File: src/rtl/cmp_sweep_sched.sv
// cmp_sweep_sched: steps bank/group selects through all 16 combinations, samples cmp_hit per step.
// Latency: each step costs settle+1 cycles; done pulses the cycle after the last sample.
// Backpressure: none; start is ignored while busy, abort returns to IDLE without done.
// Optional macro SWEEP_EARLY_EXIT_EN: the first sampled hit ends the sweep.
module cmp_sweep_sched #(
  parameter int SETTLE_W = 4
) (
  input  logic                clk,
  input  logic                rst_n,
  input  logic                start,
  input  logic                abort,
  input  logic [SETTLE_W-1:0] settle_cfg,
  input  logic                carry_cfg,
  input  logic                cmp_hit,
  output logic [1:0]          bank_sel,
  output logic [1:0]          grp_sel,
  output logic                carry_in,
  output logic                busy,
  output logic                done,
  output logic                hit_any,
  output logic [3:0]          first_idx,
  output logic [15:0]         hit_map
);

  typedef enum logic [1:0] {
    IDLE   = 2'd0,
    SETTLE = 2'd1,
    FINISH = 2'd2
  } state_t;

  localparam logic [SETTLE_W-1:0] CNT_ONE = {{(SETTLE_W-1){1'b0}}, 1'b1};

  state_t              state;
  logic [3:0]          idx;
  logic [SETTLE_W-1:0] cnt;
  logic [SETTLE_W-1:0] settle_lat;
  logic                last_step;

  // The step index drives the selects directly; bank is the fast-moving half.
  assign bank_sel = idx[1:0];
  assign grp_sel  = idx[3:2];

  // Decide whether the current sample ends the sweep.
  always_comb begin
    last_step = (idx == 4'hF);
`ifdef SWEEP_EARLY_EXIT_EN
    if (cmp_hit) begin
      last_step = 1'b1;
    end
`endif
  end

  // Sweep sequencer: latch config at start, count settle, sample, advance, finish.
  always_ff @(posedge clk or negedge rst_n) begin
    if (!rst_n) begin
      state      <= IDLE;
      idx        <= 4'd0;
      cnt        <= '0;
      settle_lat <= '0;
      carry_in   <= 1'b0;
      busy       <= 1'b0;
      done       <= 1'b0;
      hit_any    <= 1'b0;
      first_idx  <= 4'hF;
      hit_map    <= 16'h0000;
    end else begin
      case (state)
        IDLE: begin
          done <= 1'b0;
          // abort has priority over start so a colliding request is dropped
          if (start && !abort) begin
            state      <= SETTLE;
            busy       <= 1'b1;
            idx        <= 4'd0;
            cnt        <= settle_cfg;
            settle_lat <= settle_cfg;
            carry_in   <= carry_cfg;
            hit_map    <= 16'h0000;
            first_idx  <= 4'hF;
            hit_any    <= 1'b0;
          end
        end
        SETTLE: begin
          if (abort) begin
            // partial results are kept; the in-flight sample is discarded
            state <= IDLE;
            busy  <= 1'b0;
          end else if (cnt != '0) begin
            cnt <= cnt - CNT_ONE;
          end else begin
            hit_map[idx] <= cmp_hit;
            if (cmp_hit && !hit_any) begin
              first_idx <= idx;
              hit_any   <= 1'b1;
            end
            if (last_step) begin
              // idx is left in place so the selects hold the final step
              state <= FINISH;
              busy  <= 1'b0;
              done  <= 1'b1;
            end else begin
              idx <= idx + 4'd1;
              cnt <= settle_lat;
            end
          end
        end
        FINISH: begin
          done  <= 1'b0;
          state <= IDLE;
        end
        default: begin
          state <= IDLE;
          busy  <= 1'b0;
          done  <= 1'b0;
        end
      endcase
    end
  end

endmodule

File: config.mk
export PLATFORM = sky130hd
export DESIGN_NAME = cmp_sweep_sched
export DESIGN_NICKNAME = d
export VERILOG_FILES = /design/src/rtl/cmp_sweep_sched.sv
export SDC_FILE = /design/constraint.sdc
export NUM_CORES = 1
export LEC_CHECK = 0
export BUFFER_PORTS_ARGS = -buffer_cell sky130_fd_sc_hd__buf_2
export CAP_MARGIN = 20
export CORE_UTILIZATION = 45
export CTS_CLUSTER_DIAMETER = 40
export DETAILED_ROUTE_END_ITERATION = 7
export GPL_ROUTABILITY_DRIVEN = 0
export PLACE_DENSITY = 0.67
export SYNTH_ARGS = -nofsm -noshare
export SYNTH_HDL_FRONTEND = slang
export SYNTH_SLANG_ARGS = --single-unit
File: constraint.sdc
create_clock -name clk -period 2.7 [get_ports clk]
set_input_delay 0.135 -clock clk [delete_from_list [all_inputs] [get_ports clk]]
set_output_delay 0.135 -clock clk [all_outputs]
set_load 0.005 [all_outputs]
==> results_dict.tcl <==
set metrics [dict create \
    dr.pass1.iters 4 \
    pwr_density_cell_nw_per_um2 616 \
    period_share_pct 73.0 \
    skew_ps 7.72 \
    cpPeakStageDelay_ps 480 \
    tightest_slew_ps 852 \
    routed_wl_mm 4.18 \
    diodes 0 \
    synth_area_leaders "dfrtp_1 (44%), o21ai_0 (11%), dfstp_2 (5.5%), a21oi_1 (3.9%), ha_1 (3.3%)" \
    drive_gt1_share_pct 26.9 \
    critical-path-top-delay-family "compound AO/OA/AOI/OAI gates" \
    via_per_inst 5.55 \
    hpwl_mm 2.90 \
    grt_overflow 0 \
    wl_per_cell_um 14.7 \
    async_flop_share_pct 100 \
    cp.buffers_inverters 0 \
    yosysMostFrequentCell "o21ai_0" \
    cp.required_ps 2870 \
    drc 0 \
    synth_area_um2 1910 \
    vias 1576 \
    grt_pass1_vias 1522 \
    clk_pin_slew_ps 70 \
    synth_compound_area_share_pct 22.8 \
    rsz0062_at_grt "false" \
    drv_cap 0 \
    holdCritPathClass "input port to register" \
    synth_warnings 0 \
    yosys.area.top_type_share_pct 44.5 \
    synth_edf_count 0 \
    synth-adder-area-share_pct 3.27 \
    setup_viol 0 \
    worst_setup_path_end_kind "register" \
    synth_xor_area_share_pct 0 \
    whs_ps 79.1 \
    yosysSeqAreaShare_pct 50.0 \
    peakVddDrop_uv 322 \
    row_count 23 \
    clk_latency_ps 290 \
    path_class "register to register" \
    cts_tree "built" \
    area_growth_pct 16.8 \
    fmax_mhz 508 \
    io_buffers 37 \
    crit_arrival_ps 2140 \
    synth_largest_area_cell "dfrtp_1" \
    final_hold_viol_count 0 \
    fin_tns_setup_ps 0 \
    grt_start_max_net_pins 39 \
    crit_chain "ha_1, and3_1, a311oi_4, o21ai_1, a22o_1" \
    cts_buffers 5 \
    yosys-top-cells-count "o21ai_0 (42), dfrtp_1 (34), a21oi_1 (15), nand2_1 (15), nor2_1 (12)" \
    avgSynthCellArea_um2 9.81 \
    clockRootBuffer "clkbuf_8" \
    final_cells 284 \
    antenna_found_initial 0 \
    syn_nets 210 \
    fp.dieArea_um2 4520 \
    clockBufferDepth 2 \
    period_needed_ps 1970 \
    start_util_pct 47.5 \
    grt_pass1_wl_mm 7.15 \
    core_area_um2 4030 \
    finish.net_count 248 \
    outcome "finished clean" \
    synth-seq-cells 38 \
    synthCells 195 \
    synth_mux_area_share_pct 3.47 \
    leakagePower_uw 0.00108 \
    num_io_pins 38 \
    grt_use_total_pct 21.4 \
    die_w_um 67.2 \
    slew_viol_final 0 \
    post_cts_resized 0 \
    slew_headroom_pct 43.2 \
    placed_cells 275 \
    ant_nets 0 \
    synth_top_family_by_area "compound AO/OA/AOI/OAI gates" \
    htree_levels 2 \
    drtIter0Drc 127 \
    dieHeight_um 67.2 \
    slowest_stage "a311oi_4" \
    synth_cell_types 39 \
    start_kind "register" \
    cp_max_fo 8 \
    fill_cells 383 \
    synth_ff_type "dfrtp_1" \
    synthSimpleGateAreaFrac_pct 17.1 \
    cts.sinks 38 \
]
-- logic make-up (layout without fill, tap and decap cells) --
kind of cell / after synthesis / after routing
compound gates: 75 / 75
fa+ha+maj: 5 / 5
buf+inv: 15 / 54
flops: 38 / 38
mux: 6 / 6
simple gates: 56 / 56
-- repair_timing --
action	CTS	global route
setup buffers	0	0
hold endpoints to repair	34	0
hold buffers	1	0
setup endpoints to repair	0	0
-- per-layer routing --
| metal | routed length (um) | GRT usage [%] |
|---|---|---|
| met1 | 2060 | 30.7 |
| met3 | 269 | 5.07 |
| met4 | 61 | 8.24 |
| met2 | 1780 | 30.9 |
| met5 | 0 | 0 |
-- cells in the final DEF (no fill, tap or decap), drive strengths merged, types with 3 or more instances in the layout --
master / n
a21oi: 16
a31oi: 3
and3: 4
buf: 39
clkbuf: 7
dfrtp: 34
dfstp: 4
ha: 5
inv: 6
mux2: 5
nand2: 15
nand3: 4
nor2: 12
nor2b: 3
o21ai: 46
-- metrics by stage --
step / utilization, % / total power [uW] / worst slack (ps) / instance area, um2
floorplan: - / 882 / 836 / 1910
CTS: 55.5 / 1390 / 716 / 2230
global route: 55.5 / 1460 / 529 / 2230
global placement: 53.0 / 981 / 797 / 2130
finish: 55.5 / 1380 / 730 / 2230
detailed placement: 53.0 / 987 / 731 / 2130
-- registers in the layout, indices dropped and copies added, names as in the netlist --
| register | cells |
|---|---|
| hit_map | 16 |
| cnt | 4 |
| first_idx | 4 |
| idx | 4 |
| settle_lat | 4 |
| state | 2 |
| busy | 1 |
| carry_in | 1 |
| done | 1 |
| hit_any | 1 |
-- cell type report --
| cell class | count | area (um2) | area share (%) |
|---|---|---|---|
| Inverter | 6 | 22.5 | 1.01 |
| Sequential cell | 38 | 956 | 42.8 |
| Clock buffer | 7 | 86.3 | 3.86 |
| Tap cell | 50 | 62.6 | 2.80 |
| Clock inverter | 1 | 5.00 | 0.224 |
| Multi-Input combinational cell | 142 | 892 | 39.9 |
| Timing Repair Buffer | 40 | 210 | 9.41 |
-- worst paths after layout --
kind	from	endpoint	slack, ps	cells past startpoint
min in group asynchronous	rst_n	hit_map[3]	500	2
setup / recovery	idx[0]	cnt[2]	730	5
hold / removal	carry_cfg	carry_in	80	2
max in group asynchronous	rst_n	hit_map[4]	1670	2
setup reg to reg	idx[0]	cnt[2]	730	5
hold reg to reg	first_idx[2]	first_idx[2]	480	2
-- power by group --
part           total, uW  switching [uW]  leakage, uW  internal (uW)
registers            704            59.3     0.000493            644
logic                272             151     0.000540            122
clock network        400             194    0.0000482            206
Power figures use the tool's default switching activity.
